--- config.mk ---
export PLATFORM = sky130hd
export DESIGN_NAME = step_controller_flat
export DESIGN_NICKNAME = d
export VERILOG_FILES = /design/src/rtl/step_controller_if.sv /design/src/rtl/step_controller.sv /design/src/flat_wrapper.sv
export SDC_FILE = /design/constraint.sdc
export NUM_CORES = 1
export LEC_CHECK = 0
export ABC_AREA = 1
export CORE_MARGIN = 10
export CORE_UTILIZATION = 50
export CTS_CLUSTER_DIAMETER = 150
export DETAILED_ROUTE_END_ITERATION = 16
export PLACE_DENSITY = 0.76
export SYNTH_ARGS = -nofsm -noshare
export SYNTH_HDL_FRONTEND = slang
export SYNTH_SLANG_ARGS = --single-unit
--- constraint.sdc ---
create_clock -name clk -period 3.7 [get_ports clk]
set_input_delay 0.37 -clock clk [delete_from_list [all_inputs] [get_ports clk]]
set_output_delay 0.37 -clock clk [all_outputs]
set_load 0.05 [all_outputs]
--- src/rtl/step_controller_if.sv ---
// -----------------------------------------------------------------------------
// step_controller_if
//    Byte stream from the UART receiver into the debug step controller, plus
//    the optional acknowledge channel back toward the UART transmitter.
//
//    Build option: STEP_ACK_EN -- when defined, the acknowledge signals
//    (ack_data / ack_valid / ack_ready) are part of the interface.
//
// Signals:
//    in_data    byte received from the UART (DATA_W bits)
//    in_valid   one-cycle strobe qualifying in_data
//    ack_data   acknowledge byte toward the transmitter   (STEP_ACK_EN only)
//    ack_valid  acknowledge pending                       (STEP_ACK_EN only)
//    ack_ready  transmitter accepts ack_data this cycle   (STEP_ACK_EN only)
//
// Modports:
//    master  command source (receiver / transmitter side)
//    slave   step controller
// -----------------------------------------------------------------------------
interface step_controller_if #(
   parameter int DATA_W = 8
);
   logic [DATA_W-1:0] in_data;
   logic              in_valid;

`ifdef STEP_ACK_EN
   logic [DATA_W-1:0] ack_data;
   logic              ack_valid;
   logic              ack_ready;

   modport master (output in_data, in_valid, ack_ready,
                   input  ack_data, ack_valid);
   modport slave  (input  in_data, in_valid, ack_ready,
                   output ack_data, ack_valid);
`else
   modport master (output in_data, in_valid);
   modport slave  (input  in_data, in_valid);
`endif
endinterface

--- src/rtl/step_controller.sv ---
// -----------------------------------------------------------------------------
// step_controller
//    Debug step controller. Decodes command bytes from the UART receiver and
//    drives a registered single-cycle-accurate step enable into the pipeline.
//    Commands: single step, N-step burst (count in the following byte),
//    free run, halt. Keeps a wrapping count of cycles with step high.
//
//    Build option: STEP_ACK_EN -- when defined, every byte accepted in IDLE,
//    every count byte and every rejected in-flight byte produces an
//    acknowledge byte on the ack channel of the cmd interface.
//
// Ports:
//    clk         system clock, rising edge
//    rst_n       asynchronous active-low reset
//    cmd         step_controller_if.slave (in_data/in_valid, optional ack)
//    step        pipeline advance enable, registered
//    running     high while in RUN
//    busy        high in WAIT_CNT, BURST or RUN
//    err         one-cycle pulse for an unknown or rejected byte
//    step_total  count of cycles with step=1, wraps modulo 2^TOT_W
// -----------------------------------------------------------------------------
module step_controller #(
   parameter int                DATA_W    = 8,
   parameter int                CNT_W     = 8,
   parameter int                TOT_W     = 16,
   parameter logic [DATA_W-1:0] CMD_STEP  = 8'h73,
   parameter logic [DATA_W-1:0] CMD_MULTI = 8'h6E,
   parameter logic [DATA_W-1:0] CMD_RUN   = 8'h72,
   parameter logic [DATA_W-1:0] CMD_HALT  = 8'h68
) (
   input  logic                 clk,
   input  logic                 rst_n,
   step_controller_if.slave     cmd,
   output logic                 step,
   output logic                 running,
   output logic                 busy,
   output logic                 err,
   output logic [TOT_W-1:0]     step_total
);

   typedef enum logic [1:0] {IDLE, WAIT_CNT, BURST, RUN} state_t;

   state_t            state_reg, state_next;
   logic [CNT_W-1:0]  remaining_reg, remaining_next;
   logic              step_reg, step_next;
   logic              err_reg, err_next;
   logic              busy_reg, running_reg;
   logic [TOT_W-1:0]  total_reg;

   logic              is_halt;
   logic [CNT_W-1:0]  cnt_byte;

   assign is_halt  = (cmd.in_data == CMD_HALT);
   assign cnt_byte = cmd.in_data[CNT_W-1:0];

   // ---------------------------------------------------------------------------
   // Next-state / output decode. step_next is the value step will carry for the
   // whole cycle after the coming edge, which gives the one-cycle latency.
   // remaining counts pulses still owed including the one currently on step.
   // ---------------------------------------------------------------------------
   always_comb begin
      state_next     = state_reg;
      remaining_next = remaining_reg;
      step_next      = 1'b0;
      err_next       = 1'b0;

      case (state_reg)
         IDLE: begin
            if (cmd.in_valid) begin
               if (cmd.in_data == CMD_STEP) begin
                  step_next = 1'b1;
               end else if (cmd.in_data == CMD_MULTI) begin
                  state_next = WAIT_CNT;
               end else if (cmd.in_data == CMD_RUN) begin
                  state_next = RUN;
                  step_next  = 1'b1;
               end else if (!is_halt) begin
                  err_next = 1'b1;
               end
            end
         end

         WAIT_CNT: begin
            if (cmd.in_valid) begin
               if (cnt_byte == '0) begin
                  state_next = IDLE;
               end else begin
                  state_next     = BURST;
                  remaining_next = cnt_byte;
                  step_next      = 1'b1;
               end
            end
         end

         BURST: begin
            if (cmd.in_valid && is_halt) begin
               state_next     = IDLE;
               remaining_next = '0;
            end else begin
               err_next       = cmd.in_valid;
               remaining_next = remaining_reg - CNT_W'(1);
               // The pulse on step right now is the last one owed.
               if (remaining_reg == CNT_W'(1)) begin
                  state_next = IDLE;
               end else begin
                  step_next = 1'b1;
               end
            end
         end

         RUN: begin
            if (cmd.in_valid && is_halt) begin
               state_next = IDLE;
            end else begin
               step_next = 1'b1;
               err_next  = cmd.in_valid;
            end
         end

         default: begin
            state_next     = IDLE;
            remaining_next = '0;
         end
      endcase
   end

   always_ff @(posedge clk or negedge rst_n) begin
      if (!rst_n) begin
         state_reg     <= IDLE;
         remaining_reg <= '0;
         step_reg      <= 1'b0;
         err_reg       <= 1'b0;
         busy_reg      <= 1'b0;
         running_reg   <= 1'b0;
         total_reg     <= '0;
      end else begin
         state_reg     <= state_next;
         remaining_reg <= remaining_next;
         step_reg      <= step_next;
         err_reg       <= err_next;
         busy_reg      <= (state_next != IDLE);
         running_reg   <= (state_next == RUN);
         // Counts the step cycle that is just ending.
         total_reg     <= total_reg + TOT_W'(step_reg);
      end
   end

   assign step       = step_reg;
   assign err        = err_reg;
   assign busy       = busy_reg;
   assign running    = running_reg;
   assign step_total = total_reg;

`ifdef STEP_ACK_EN
   localparam logic [DATA_W-1:0] ACK_UNKNOWN = DATA_W'(8'h3F);

   logic              ack_gen;
   logic [DATA_W-1:0] ack_byte;
   logic              known_cmd;
   logic              ack_valid_reg;
   logic [DATA_W-1:0] ack_data_reg;

   assign known_cmd = (cmd.in_data == CMD_STEP)  || (cmd.in_data == CMD_MULTI) ||
                      (cmd.in_data == CMD_RUN)   || is_halt;

   // Acked: anything in IDLE, the count byte, and rejected bytes while
   // stepping. A halt that ends a burst or run is not acknowledged.
   always_comb begin
      ack_gen  = 1'b0;
      ack_byte = cmd.in_data;
      case (state_reg)
         IDLE: begin
            ack_gen = cmd.in_valid;
            if (!known_cmd) ack_byte = ACK_UNKNOWN;
         end
         WAIT_CNT: ack_gen = cmd.in_valid;
         BURST, RUN: begin
            ack_gen  = cmd.in_valid && !is_halt;
            ack_byte = ACK_UNKNOWN;
         end
         default: ack_gen = 1'b0;
      endcase
   end

   // A pending ack is never overwritten; new acks arriving meanwhile
   // (including in the handshake cycle itself) are dropped.
   always_ff @(posedge clk or negedge rst_n) begin
      if (!rst_n) begin
         ack_valid_reg <= 1'b0;
         ack_data_reg  <= '0;
      end else if (ack_valid_reg) begin
         if (cmd.ack_ready) ack_valid_reg <= 1'b0;
      end else if (ack_gen) begin
         ack_valid_reg <= 1'b1;
         ack_data_reg  <= ack_byte;
      end
   end

   assign cmd.ack_valid = ack_valid_reg;
   assign cmd.ack_data  = ack_data_reg;
`endif

endmodule

--- src/flat_wrapper.sv ---
// flat-port wrapper written by rule: the top's interface ports become plain ports
module step_controller_flat 
#(
   parameter int                DATA_W    = 8,
   parameter int                CNT_W     = 8,
   parameter int                TOT_W     = 16,
   parameter logic [DATA_W-1:0] CMD_STEP  = 8'h73,
   parameter logic [DATA_W-1:0] CMD_MULTI = 8'h6E,
   parameter logic [DATA_W-1:0] CMD_RUN   = 8'h72,
   parameter logic [DATA_W-1:0] CMD_HALT  = 8'h68
)
  (clk, rst_n, step, running, busy, err, step_total, cmd_in_data, cmd_in_valid);
  step_controller_if #(.DATA_W(DATA_W)) cmd_i ();
  input  logic clk;
  input  logic rst_n;
  output logic step;
  output logic running;
  output logic busy;
  output logic err;
  output logic [TOT_W-1:0] step_total;
  input wire logic [$bits(cmd_i.in_data)-1:0] cmd_in_data;
  input wire logic [$bits(cmd_i.in_valid)-1:0] cmd_in_valid;
  assign cmd_i.in_data = cmd_in_data;
  assign cmd_i.in_valid = cmd_in_valid;
  step_controller #(.DATA_W(DATA_W), .CNT_W(CNT_W), .TOT_W(TOT_W), .CMD_STEP(CMD_STEP), .CMD_MULTI(CMD_MULTI), .CMD_RUN(CMD_RUN), .CMD_HALT(CMD_HALT)) u_core (.clk(clk), .rst_n(rst_n), .cmd(cmd_i), .step(step), .running(running), .busy(busy), .err(err), .step_total(step_total));
endmodule
==> impl_metrics.tcl <==
set metrics [dict create \
    status "finished clean" \
    timing.critical_path.from_type "register" \
    avgSynthCellArea_um2 7.32 \
    cts.htree.levels 2 \
    synthToLayoutAreaGrowth_pct 22.3 \
    die_x_um 79.7 \
    clock-root-buffer "clkbuf_4" \
    synth_xor_area_share_pct 6.89 \
    synth-simple-area-share_pct 40.0 \
    n_antenna_cell 0 \
    crit-reg2reg-launch "u_core.step" \
    slowest_stage "clkdlybuf4s50_1" \
    synth_seq_area_share_pct 42.2 \
    hp-class "input port to async pin" \
    path_class "register to output port" \
    path_depth 1 \
    vias 1559 \
    grt_overflow 0 \
    coreArea_um2 3390 \
    die_area_um2 6340 \
    clk_path_buf_depth 2 \
    crit_family "buffers and inverters" \
    drcViolationCount 0 \
    cts_setup_buffers 0 \
    fin_tns_setup_ns 0 \
    synth_top_family_by_area "simple AND/OR/NAND/NOR gates" \
    die_y_um 79.7 \
    dp_cells 318 \
    required_ns 3.33 \
    synth_cell_types 23 \
    cts.clk_slew.worst_paths_ns 0.09 \
    setup_viol_count_final 0 \
    max_cap_violations 0 \
    dp_hpwl_mm 2.85 \
    hold_buffers 0 \
    ios 31 \
    fmax_mhz 507 \
    drive_gt1_share_pct 6.45 \
    gp_congestion 0.856 \
    antenna_found_initial 0 \
    synth_nets 258 \
    drt-total-wl_mm 3.54 \
    r2r_cells 6 \
    worstPathCellList "clkdlybuf4s50_1" \
    netlist_instances 243 \
    layout.cells.non_filler 325 \
    cts_resized 0 \
    cts_made_buffers 5 \
    reg2reg_slack_ns 2.11 \
    period_minus_slack_ns 1.97 \
    fin_worst_skew_ns 0.00455 \
    placementRows 21 \
    vias_per_cell 4.80 \
    drt-wirelength-per-cell_um 10.9 \
    grt_pass1_wl_mm 6.32 \
    grt_max_degree 31 \
    grt.total_usage_pct 12.3 \
    max-vdd-ir-drop_mv 0.298 \
    relSlewSlack_pct 65.8 \
    power.leakage_uw 0.00107 \
    crit_fanout 5 \
    rsz0062_at_grt "false" \
    worst_slew_pin_slew_ns 0.512 \
    ys_seq_elements 30 \
    utilization_pct 64.2 \
    final_nets 294 \
    synthMuxAreaShare_pct 0 \
    r2r-end "u_core.step_total[10]" \
    ant_nets 0 \
    synth_fa_ha_area_share_pct 2.81 \
    synth_area_um2 1780 \
    largest_reg_flops 16 \
    crit_path_end_kind "output port" \
    p_per_area_nw_per_um2 759 \
    cp.buffers_inverters 1 \
    cts_tree "done" \
    cts.sinks 30 \
    synth_compound_area_share_pct 1.90 \
    worst_ep_arrival_time_ns 1.60 \
    grt_pass1_vias 1489 \
    clock_latency_ns 0.32 \
    start_util_pct 52.5 \
    drt_pass1_iterations 4 \
    yosysWarnings 0 \
    cp_slowest_stage_delay_ns 0.84 \
    slew_viol_final 0 \
    finalHoldViolCount 0 \
    fin_crit_sh_pct 53.3 \
    port_buffers 30 \
    drtIter0Drc 74 \
]
layout by cell type, fill, tap and decap left out:
| master | n |
|---|---|
| nand2_1 | 81 |
| nor2_1 | 38 |
| clkdlybuf4s50_1 | 30 |
| dfrtp_1 | 30 |
| inv_1 | 24 |
| nand3_1 | 23 |
| xor2_1 | 9 |
| nor3_1 | 5 |
| xnor2_1 | 5 |
| clkbuf_4 | 5 |
| nand3b_1 | 4 |
| ha_1 | 4 |
| nand4_1 | 3 |
| nor2_2 | 3 |
| nor2_4 | 2 |
| nand2_2 | 2 |
| o21ai_0 | 2 |
| clkinv_2 | 2 |
| nand3_2 | 1 |
| or2_0 | 1 |
| inv_2 | 1 |
| o21ai_4 | 1 |
| and2_1 | 1 |
| o21bai_1 | 1 |
| buf_4 | 1 |
worst max-delay path by stage:
stage,start,endpoint
finish,u_core.step_total[6],step_total[6]
floorplan,u_core.step_total[0],u_core.step_total[10]
detailed placement,cmd_in_data[6],u_core.busy
CTS,u_core.step_total[2],step_total[2]
global placement,cmd_in_data[6],u_core.running
global route,u_core.step_total[2],step_total[2]
where the power goes:
part | total (µW) | internal [µW] | leakage (µW) | switching [µW]
sequential | 563 | 444 | 0.000373 | 119
combinational | 913 | 323 | 0.000663 | 590
clock | 174 | 68.1 | 0.0000308 | 106
total | 1650 | 836 | 0.00107 | 815
synth_stat cells:
cell type	number	area, µm²
nor2_2	3	18.8
inv_1	24	90.1
nor2_1	38	143
o21ai_0	2	10.0
buf_2	1	5.00
nand3_1	23	115
or2_0	1	6.26
nand4_1	3	18.8
buf_6	1	11.3
dfrtp_1	30	751
o21bai_1	1	7.51
nor2_4	2	22.5
inv_2	1	3.75
xor2_1	9	78.8
ha_1	4	50.1
o21ai_4	1	16.3
nand3b_1	4	30.0
nor3_1	5	25.0
nand2_2	2	12.5
nand3_2	1	10.0
nand2_1	81	304
and2_1	1	6.26
xnor2_1	5	43.8
stage by stage:
stage	setup slack (ns)	power, µW	instance area (µm²)	hold slack [ns]
2_1_floorplan	1.91	1240	1780	0.0744
3_3_place_gp	1.84	1470	2130	0.475
3_5_place_dp	1.80	1480	2130	0.487
4_1_cts	1.71	1660	2180	0.434
5_1_grt	1.67	1820	2180	0.464
6_report	1.73	1650	2180	0.431
logic make-up after synthesis:
group | after synthesis
flip-flops | 30
AND/OR/NAND/NOR | 164
XOR/XNOR | 14
buffers and inverters | 27
AO/OA/AOI/OAI | 4
adder cells (fa/ha/maj) | 4
area by class of cell:
| class | count | area [µm²] |
|---|---|---|
| Clock buffer | 5 | 37.5 |
| Clock inverter | 2 | 10.0 |
| Fill cell | 286 | 1210 |
| Inverter | 25 | 93.8 |
| Multi-Input combinational cell | 186 | 918 |
| Sequential cell | 30 | 751 |
| Tap cell | 46 | 57.6 |
| Timing Repair Buffer | 31 | 308 |
layer usage:
metal	routed length (µm)	track usage [%]	up-vias
li1	-	-	827
met1	1630	14.7	685
met2	1570	18.9	41
met3	259	4.05	6
met4	88	6.99	0
met5	0	0	-
Power figures use the tool's default switching activity.
